--- src/rtl/ro_puf_pkg.sv ---
// rtl/ro_puf_pkg.sv - shared types, constants and LFSR step for the RO PUF engine
package ro_puf_pkg;

  typedef enum logic [2:0] {
    ST_IDLE,
    ST_SEED,
    ST_SELECT,
    ST_SETTLE,
    ST_COUNT,
    ST_DECIDE,
    ST_DONE
  } state_e;

  localparam int SETTLE_CYC = 4;

  // Tap masks: bit i set means lfsr[i] feeds the XOR that becomes the new LSB.
  localparam logic [31:0] TAPS8  = 32'h0000_00B8;  // x^8 + x^6 + x^5 + x^4 + 1
  localparam logic [31:0] TAPS16 = 32'h0000_D008;  // x^16 + x^15 + x^13 + x^4 + 1
  localparam logic [31:0] TAPS32 = 32'h8020_0003;  // x^32 + x^22 + x^2 + x + 1

  // One Fibonacci step, shifting left; the result is masked to 'width' bits.
  function automatic logic [31:0] next_lfsr(input logic [31:0] s, input int width);
    logic [31:0] taps;
    logic [31:0] mask;
    logic        fb;
    case (width)
      16:      taps = TAPS16;
      32:      taps = TAPS32;
      default: taps = TAPS8;
    endcase
    mask = (width >= 32) ? 32'hFFFF_FFFF : ((32'd1 << width) - 32'd1);
    fb   = ^(s & taps);
    return ((s << 1) | {31'd0, fb}) & mask;
  endfunction

endpackage

--- src/rtl/ro_puf_engine_if.sv ---
// rtl/ro_puf_engine_if.sv - start/response handshake bundle of the RO PUF engine
// master drives start/mode/chall_in; slave (the engine) drives busy/resp_valid/response/timeout.
interface ro_puf_engine_if #(
  parameter int CHAL_W = 8,
  parameter int RESP_W = 8
);
  logic              start;
  logic              mode;
  logic [CHAL_W-1:0] chall_in;
  logic              busy;
  logic              resp_valid;
  logic [RESP_W-1:0] response;
  logic              timeout;

  modport master (
    output start, mode, chall_in,
    input  busy, resp_valid, response, timeout
  );

  modport slave (
    input  start, mode, chall_in,
    output busy, resp_valid, response, timeout
  );
endinterface

--- src/rtl/ro_edge_counter.sv ---
// rtl/ro_edge_counter.sv - oscillator select, synchroniser, edge detect, saturating counter
// Ports: clk, rst; ro (bank outputs, async); sel (oscillator index);
//        clr (zero the counter); en (count enable); cnt (edge count).
module ro_edge_counter #(
  parameter int N_RO  = 8,
  parameter int IDX_W = 3,
  parameter int CNT_W = 16
) (
  input  logic             clk,
  input  logic             rst,
  input  logic [N_RO-1:0]  ro,
  input  logic [IDX_W-1:0] sel,
  input  logic             clr,
  input  logic             en,
  output logic [CNT_W-1:0] cnt
);

  // sync_q[1:0] is the two-flop synchroniser, sync_q[2] the edge-detect history.
  logic [2:0]       sync_q, sync_d;
  logic [CNT_W-1:0] cnt_q, cnt_d;
  logic             rise;

  always_comb begin
    sync_d = {sync_q[1:0], ro[sel]};
    rise   = sync_q[1] & ~sync_q[2];
    cnt_d  = cnt_q;
    if (clr) begin
      cnt_d = '0;
    end else if (en && rise && (cnt_q != {CNT_W{1'b1}})) begin
      cnt_d = cnt_q + CNT_W'(1);
    end
  end

  always_ff @(posedge clk or posedge rst) begin
    if (rst) begin
      sync_q <= '0;
      cnt_q  <= '0;
    end else begin
      sync_q <= sync_d;
      cnt_q  <= cnt_d;
    end
  end

  assign cnt = cnt_q;

endmodule

--- src/rtl/ro_puf_engine.sv ---
// rtl/ro_puf_engine.sv - ring-oscillator PUF engine top: FSM, LFSR, timer, response
// Ports: clk, rst (async, active-high); bus (slave side of ro_puf_engine_if);
//        ro_a/ro_b (oscillator banks, async); ro_en (bank enable).
module ro_puf_engine
  import ro_puf_pkg::*;
#(
  parameter int N_RO   = 8,
  parameter int CHAL_W = 8,
  parameter int RESP_W = 8,
  parameter int CNT_W  = 16,
  parameter int WINDOW = 1024,
  parameter int THRESH = 256
) (
  input  logic            clk,
  input  logic            rst,
  ro_puf_engine_if.slave  bus,
  input  logic [N_RO-1:0] ro_a,
  input  logic [N_RO-1:0] ro_b,
  output logic            ro_en
);

  localparam int IDX_W    = $clog2(N_RO);
  localparam int BIT_W    = (RESP_W > 1) ? $clog2(RESP_W) : 1;
  localparam int TIMER_W  = $clog2(WINDOW);
  localparam int SETTLE_W = $clog2(SETTLE_CYC);

  state_e              state_q, state_d;
  logic [CHAL_W-1:0]   chall_q, chall_d;
  logic                mode_q, mode_d;
  logic [CHAL_W-1:0]   lfsr_q, lfsr_d;
  logic [CHAL_W-1:0]   lfsr_step;
  logic [IDX_W-1:0]    sel_a_q, sel_a_d;
  logic [IDX_W-1:0]    sel_b_q, sel_b_d;
  logic [BIT_W-1:0]    bit_idx_q, bit_idx_d;
  logic [TIMER_W-1:0]  timer_q, timer_d;
  logic [SETTLE_W-1:0] settle_q, settle_d;
  logic [RESP_W-1:0]   response_q, response_d;
  logic                timeout_q, timeout_d;
  logic                ro_en_q, ro_en_d;

  logic [CNT_W-1:0]    cnt_a, cnt_b;
  logic                cnt_clr, cnt_en;
  logic                a_hit, b_hit, race_done, bit_val;

  ro_edge_counter #(.N_RO(N_RO), .IDX_W(IDX_W), .CNT_W(CNT_W)) u_cnt_a (
    .clk(clk), .rst(rst), .ro(ro_a), .sel(sel_a_q),
    .clr(cnt_clr), .en(cnt_en), .cnt(cnt_a)
  );

  ro_edge_counter #(.N_RO(N_RO), .IDX_W(IDX_W), .CNT_W(CNT_W)) u_cnt_b (
    .clk(clk), .rst(rst), .ro(ro_b), .sel(sel_b_q),
    .clr(cnt_clr), .en(cnt_en), .cnt(cnt_b)
  );

  always_comb begin
    a_hit     = (cnt_a >= CNT_W'(THRESH));
    b_hit     = (cnt_b >= CNT_W'(THRESH));
    race_done = mode_q && (a_hit || b_hit);
    // Freeze both counters in the race exit cycle so DECIDE sees who crossed first.
    cnt_en    = (state_q == ST_COUNT) && !race_done;
    cnt_clr   = (state_q == ST_SELECT) || (state_q == ST_SETTLE);
    bit_val   = mode_q ? (a_hit && !b_hit) : (cnt_a > cnt_b);
    lfsr_step = CHAL_W'(next_lfsr(32'(lfsr_q), CHAL_W));
  end

  always_comb begin
    state_d    = state_q;
    chall_d    = chall_q;
    mode_d     = mode_q;
    lfsr_d     = lfsr_q;
    sel_a_d    = sel_a_q;
    sel_b_d    = sel_b_q;
    bit_idx_d  = bit_idx_q;
    timer_d    = timer_q;
    settle_d   = settle_q;
    response_d = response_q;
    timeout_d  = timeout_q;
    case (state_q)
      ST_IDLE, ST_DONE: begin
        if (bus.start) begin
          chall_d    = bus.chall_in;
          mode_d     = bus.mode;
          response_d = '0;
          timeout_d  = 1'b0;
          state_d    = ST_SEED;
        end
      end
      ST_SEED: begin
        // An all-zero seed would lock the LFSR.
        lfsr_d    = (chall_q == '0) ? CHAL_W'(1) : chall_q;
        bit_idx_d = '0;
        state_d   = ST_SELECT;
      end
      ST_SELECT: begin
        lfsr_d   = lfsr_step;
        sel_a_d  = lfsr_step[IDX_W-1:0];
        sel_b_d  = lfsr_step[CHAL_W-1 -: IDX_W];
        timer_d  = '0;
        settle_d = '0;
        state_d  = ST_SETTLE;
      end
      ST_SETTLE: begin
        settle_d = settle_q + SETTLE_W'(1);
        if (settle_q == SETTLE_W'(SETTLE_CYC - 1)) state_d = ST_COUNT;
      end
      ST_COUNT: begin
        timer_d = timer_q + TIMER_W'(1);
        if ((timer_q == TIMER_W'(WINDOW - 1)) || race_done) state_d = ST_DECIDE;
      end
      ST_DECIDE: begin
        response_d[bit_idx_q] = bit_val;
        if (mode_q && !a_hit && !b_hit) timeout_d = 1'b1;
        if (bit_idx_q == BIT_W'(RESP_W - 1)) begin
          state_d = ST_DONE;
        end else begin
          bit_idx_d = bit_idx_q + BIT_W'(1);
          state_d   = ST_SELECT;
        end
      end
      default: state_d = ST_IDLE;
    endcase
    ro_en_d = (state_d == ST_SETTLE) || (state_d == ST_COUNT);
  end

  always_ff @(posedge clk or posedge rst) begin
    if (rst) begin
      state_q    <= ST_IDLE;
      chall_q    <= '0;
      mode_q     <= 1'b0;
      lfsr_q     <= '0;
      sel_a_q    <= '0;
      sel_b_q    <= '0;
      bit_idx_q  <= '0;
      timer_q    <= '0;
      settle_q   <= '0;
      response_q <= '0;
      timeout_q  <= 1'b0;
      ro_en_q    <= 1'b0;
    end else begin
      state_q    <= state_d;
      chall_q    <= chall_d;
      mode_q     <= mode_d;
      lfsr_q     <= lfsr_d;
      sel_a_q    <= sel_a_d;
      sel_b_q    <= sel_b_d;
      bit_idx_q  <= bit_idx_d;
      timer_q    <= timer_d;
      settle_q   <= settle_d;
      response_q <= response_d;
      timeout_q  <= timeout_d;
      ro_en_q    <= ro_en_d;
    end
  end

  assign ro_en          = ro_en_q;
  assign bus.busy       = (state_q != ST_IDLE) && (state_q != ST_DONE);
  assign bus.resp_valid = (state_q == ST_DONE);
  assign bus.response   = response_q;
  assign bus.timeout    = timeout_q;

endmodule

--- src/flat_wrapper.sv ---
// flat-port wrapper written by rule: the top's interface ports become plain ports
module ro_puf_engine_flat import ro_puf_pkg::*;
#(
  parameter int N_RO   = 8,
  parameter int CHAL_W = 8,
  parameter int RESP_W = 8,
  parameter int CNT_W  = 16,
  parameter int WINDOW = 1024,
  parameter int THRESH = 256
)
  (clk, rst, ro_a, ro_b, ro_en, bus_start, bus_mode, bus_chall_in, bus_busy, bus_resp_valid, bus_response, bus_timeout);
  ro_puf_engine_if #(.CHAL_W(CHAL_W), .RESP_W(RESP_W)) bus_i ();
  input  logic clk;
  input  logic rst;
  input  logic [N_RO-1:0] ro_a;
  input  logic [N_RO-1:0] ro_b;
  output logic ro_en;
  input wire logic [$bits(bus_i.start)-1:0] bus_start;
  input wire logic [$bits(bus_i.mode)-1:0] bus_mode;
  input wire logic [$bits(bus_i.chall_in)-1:0] bus_chall_in;
  output wire logic [$bits(bus_i.busy)-1:0] bus_busy;
  output wire logic [$bits(bus_i.resp_valid)-1:0] bus_resp_valid;
  output wire logic [$bits(bus_i.response)-1:0] bus_response;
  output wire logic [$bits(bus_i.timeout)-1:0] bus_timeout;
  assign bus_i.start = bus_start;
  assign bus_i.mode = bus_mode;
  assign bus_i.chall_in = bus_chall_in;
  assign bus_busy = bus_i.busy;
  assign bus_resp_valid = bus_i.resp_valid;
  assign bus_response = bus_i.response;
  assign bus_timeout = bus_i.timeout;
  ro_puf_engine #(.N_RO(N_RO), .CHAL_W(CHAL_W), .RESP_W(RESP_W), .CNT_W(CNT_W), .WINDOW(WINDOW), .THRESH(THRESH)) u_core (.clk(clk), .rst(rst), .bus(bus_i), .ro_a(ro_a), .ro_b(ro_b), .ro_en(ro_en));
endmodule
--- config.mk ---
export PLATFORM = sky130hd
export DESIGN_NAME = ro_puf_engine_flat
export DESIGN_NICKNAME = d
export VERILOG_FILES = /design/src/rtl/ro_puf_pkg.sv /design/src/rtl/ro_puf_engine_if.sv /design/src/rtl/ro_edge_counter.sv /design/src/rtl/ro_puf_engine.sv /design/src/flat_wrapper.sv
export SDC_FILE = /design/constraint.sdc
export NUM_CORES = 1
export LEC_CHECK = 0
export ABC_AREA = 0
export BUFFER_PORTS_ARGS = -buffer_cell sky130_fd_sc_hd__buf_4
export CELL_PAD_IN_SITES_DETAIL_PLACEMENT = 1
export CELL_PAD_IN_SITES_GLOBAL_PLACEMENT = 2
export CORE_ASPECT_RATIO = 0.7
export CORE_MARGIN = 3
export CORE_UTILIZATION = 41
export CTS_CLUSTER_DIAMETER = 80
export CTS_CLUSTER_SIZE = 14
export DETAILED_ROUTE_END_ITERATION = 12
export PLACE_DENSITY = 0.86
export SYNTH_ARGS = -nofsm -noshare
export SYNTH_HDL_FRONTEND = slang
export SYNTH_SLANG_ARGS = --single-unit
--- constraint.sdc ---
create_clock -name clk -period 5.13 [get_ports clk]
set_input_delay 0.7695 -clock clk [delete_from_list [all_inputs] [get_ports clk]]
set_output_delay 0.7695 -clock clk [all_outputs]
set_load 0.005 [all_outputs]
==> reports/results.ini <==
[status]
status = complete, no violations

[synthesis]
post_synth_and_or_nand_nor_area_fraction = 0.223
async_flop_share = 1.00
yosys.area_share.adder = 0.0612
ys_seq_area_frac = 0.454
synth-edff-count = 0
yosys_warnings = 0
syn_avg_cell_area_um2 = 9.47
synth_cell_type_count = 54
synth_xor_area_frac = 0.0268
syn_inst = 518
yosys_register_bits = 89
synth_compound_area_frac = 0.127
syn-num-nets = 570
synth.cell_area_um2 = 4910
synth_mux_area_frac = 0.0724
synth_top_family_by_area = simple AND/OR/NAND/NOR gates
synthFlopType = dfrtp_1

[die]
core-area_um2 = 11300
rows = 32
die_x_um = 137
die_h_um = 97.5
initial_core_util = 0.433
ios = 40
dieArea_um2 = 13300

[worst_setup_path]
cp-start-kind = register
crit_type = register to register
r2r_end = u_core.u_cnt_b.cnt[8]
worstPathArrival_ns = 3.22
r2r_cells = 5
critPathCaptureType = register
r2r_start = u_core.u_cnt_a.cnt[14]
crit_required_ns = 5.38
crit_end = u_core.u_cnt_b.cnt[8]
regToRegSetupSlack_ns = 2.16
crit_path_max_fanout = 14
crit_start = u_core.u_cnt_a.cnt[14]

[final_layout]
layout-drive-gt1-share = 0.153
antenna_cells = 0
instances_no_fill = 709
stdcell_area_um2 = 5660
area.growth.synth_to_final_pct = 15.3
nets = 603

[cts]
holdBufCountCts = 0
cts_setup_buffers = 0
clock_latency_ns = 0.34
cts_num_sinks = 89
cts_buffers = 9
cts_resized = 0
cts_buffer_depth = 2
cts_tree = yes
cts_max_level = 3
root_buffer = clkbuf_16
clkTransAtPathRegs_ns = 0.07

[timing]
finalHoldViolations = 0
slew_viol_final = 0
maxSlewHeadroom = 0.175
worstMarginPinSlew_ns = 1.23
post-route-period-util = 0.580
finalClockSkew_ns = 0.00813
rsz0062_at_grt = false
fmax_mhz = 336
tns_ns = 0
fin_crit_ns = 2.97
setup_violations = 0

[grt]
grt_util_all_layers = 0.214
grt_pass1_wl_mm = 22.7
gr-total-overflow = 0
grt_max_degree = 48
antenna_found_initial = 0
grt_pass1_vias = 4308

[drt]
drtPass1Iterations = 4
ant_nets = 0
wl_per_cell_um = 19.1
vias_per_cell = 5.88
wl_mm = 13.5
detailroute.via_count = 4169
drc = 0
drtIter0Drc = 311

[place]
dp_cells = 693
gp_congestion = 0.895
io_buffer_count = 39
placed_area_um2 = 5340
dpl.hpwl_mm = 9.57

[worst_hold_path]
min_path_type = register to register

[pwr]
total_power_mw = 2.49
vdd_drop_max_mv = 0.231
p_leak_nw = 2.46
power_density_nw_per_um2 = 440

[run]
maxCapViolCount = 0

Yosys cell counts, types with 5 or more instances:
cell	n	share of area
or4_1	8	0.012
or3_1	6	0.0076
xnor2_1	12	0.021
a21oi_1	26	0.027
o31ai_1	8	0.012
nand3_1	23	0.023
inv_1	26	0.020
mux2_2	12	0.028
o22ai_1	13	0.017
nor3_1	15	0.015
a31oi_1	8	0.010
ha_1	24	0.061
mux2i_1	13	0.027
nand2_1	75	0.057
o21ai_0	17	0.017
nor2_1	34	0.026
dfrtp_1	89	0.45
clkbuf_1	17	0.013
nor2b_1	7	0.0089
nor4_1	9	0.011
o211ai_1	5	0.0076
nand4_1	18	0.023
cell type report:
| class | count | area, um^2 |
|---|---|---|
| clock inverter | 7 | 95.1 |
| sequential | 89 | 2230 |
| inverter | 26 | 98.8 |
| multi-input combinational | 383 | 2510 |
| clock buffer | 9 | 225 |
| fill | 1265 | 5670 |
| timing repair buffer | 42 | 315 |
| tap | 153 | 191 |
worst min-delay path by stage:
stage / startpoint / endpoint / cells after the start
finish: u_core.u_cnt_b.sync_q[0] / u_core.u_cnt_b.sync_q[1] / 0
global route: u_core.u_cnt_b.sync_q[0] / u_core.u_cnt_b.sync_q[1] / 0
CTS: u_core.u_cnt_b.sync_q[0] / u_core.u_cnt_b.sync_q[1] / 0
detailed placement: u_core.u_cnt_b.sync_q[0] / u_core.u_cnt_b.sync_q[1] / 0
global placement: u_core.u_cnt_b.sync_q[0] / u_core.u_cnt_b.sync_q[1] / 0
floorplan: u_core.u_cnt_a.sync_q[0] / u_core.u_cnt_a.sync_q[1] / 0
placed cells by master (no fill, tap or decap), types with 4 or more instances in the layout:
master	instances
nor3_1	15
nor2_1	34
o22ai_1	13
nor2b_1	6
nand3_1	23
dfrtp_1	89
a21oi_1	26
mux2_2	12
or3_1	6
or4_1	8
inv_1	25
nor4_1	9
ha_1	24
and3_1	4
a31oi_1	8
buf_4	42
mux4_2	4
o21ai_0	17
o211ai_1	5
xnor2_1	12
a31o_2	4
clkinvlp_4	4
nand2_1	75
nand4_1	18
mux2i_1	13
clkbuf_16	9
o31ai_1	8
per-stage QoR:
step                utilization  hold slack [ns]  worst slack, ns
floorplan                     -            0.331             2.05
global placement          0.471            0.336             2.27
detailed placement        0.471            0.336             2.20
CTS                       0.500            0.350             2.17
global route              0.500            0.358             2.01
finish                    0.500            0.349             2.16
registers in the layout, indices dropped and copies added (netlist names), 8 cells and up:
register / count
u_core.u_cnt_b.cnt: 16
u_core.lfsr_q: 8
u_core.u_cnt_a.cnt: 16
u_core.bus.response: 8
u_core.timer_q: 10
u_core.chall_q: 8
cells by family after synthesis:
kind of cell,Yosys count
and+or+nand+nor,217
AOI/OAI and AO/OA,98
DFF,89
buffers and inverters,46
muxes,29
adders and majority gates,24
xor gates and xnor gates,15
report_power, final:
part	switching, mW	total, mW	internal [mW]
sequential	0.202	1.07	0.870
clock	0.286	0.712	0.426
combinational	0.394	0.709	0.315
total	0.882	2.49	1.61
routing by layer:
metal,vias to the layer above,GRT usage,routed length (um),part of all wire
li1,1953,-,-,-
met5,-,0,0,0
met3,6,0.0461,552,0.041
met4,0,0.0442,108,0.0080
met1,2120,0.322,6960,0.51
met2,90,0.315,5930,0.44
critical path: stages, from the launching register on:
cell and delay (ns):
dfrtp_1 0.46, or4_4 0.59, o41a_1 0.66, nor3_2 0.72
a21oi_1 0.20, a211oi_1 0.25
No activity file was read; power rests on OpenSTA's default activity.
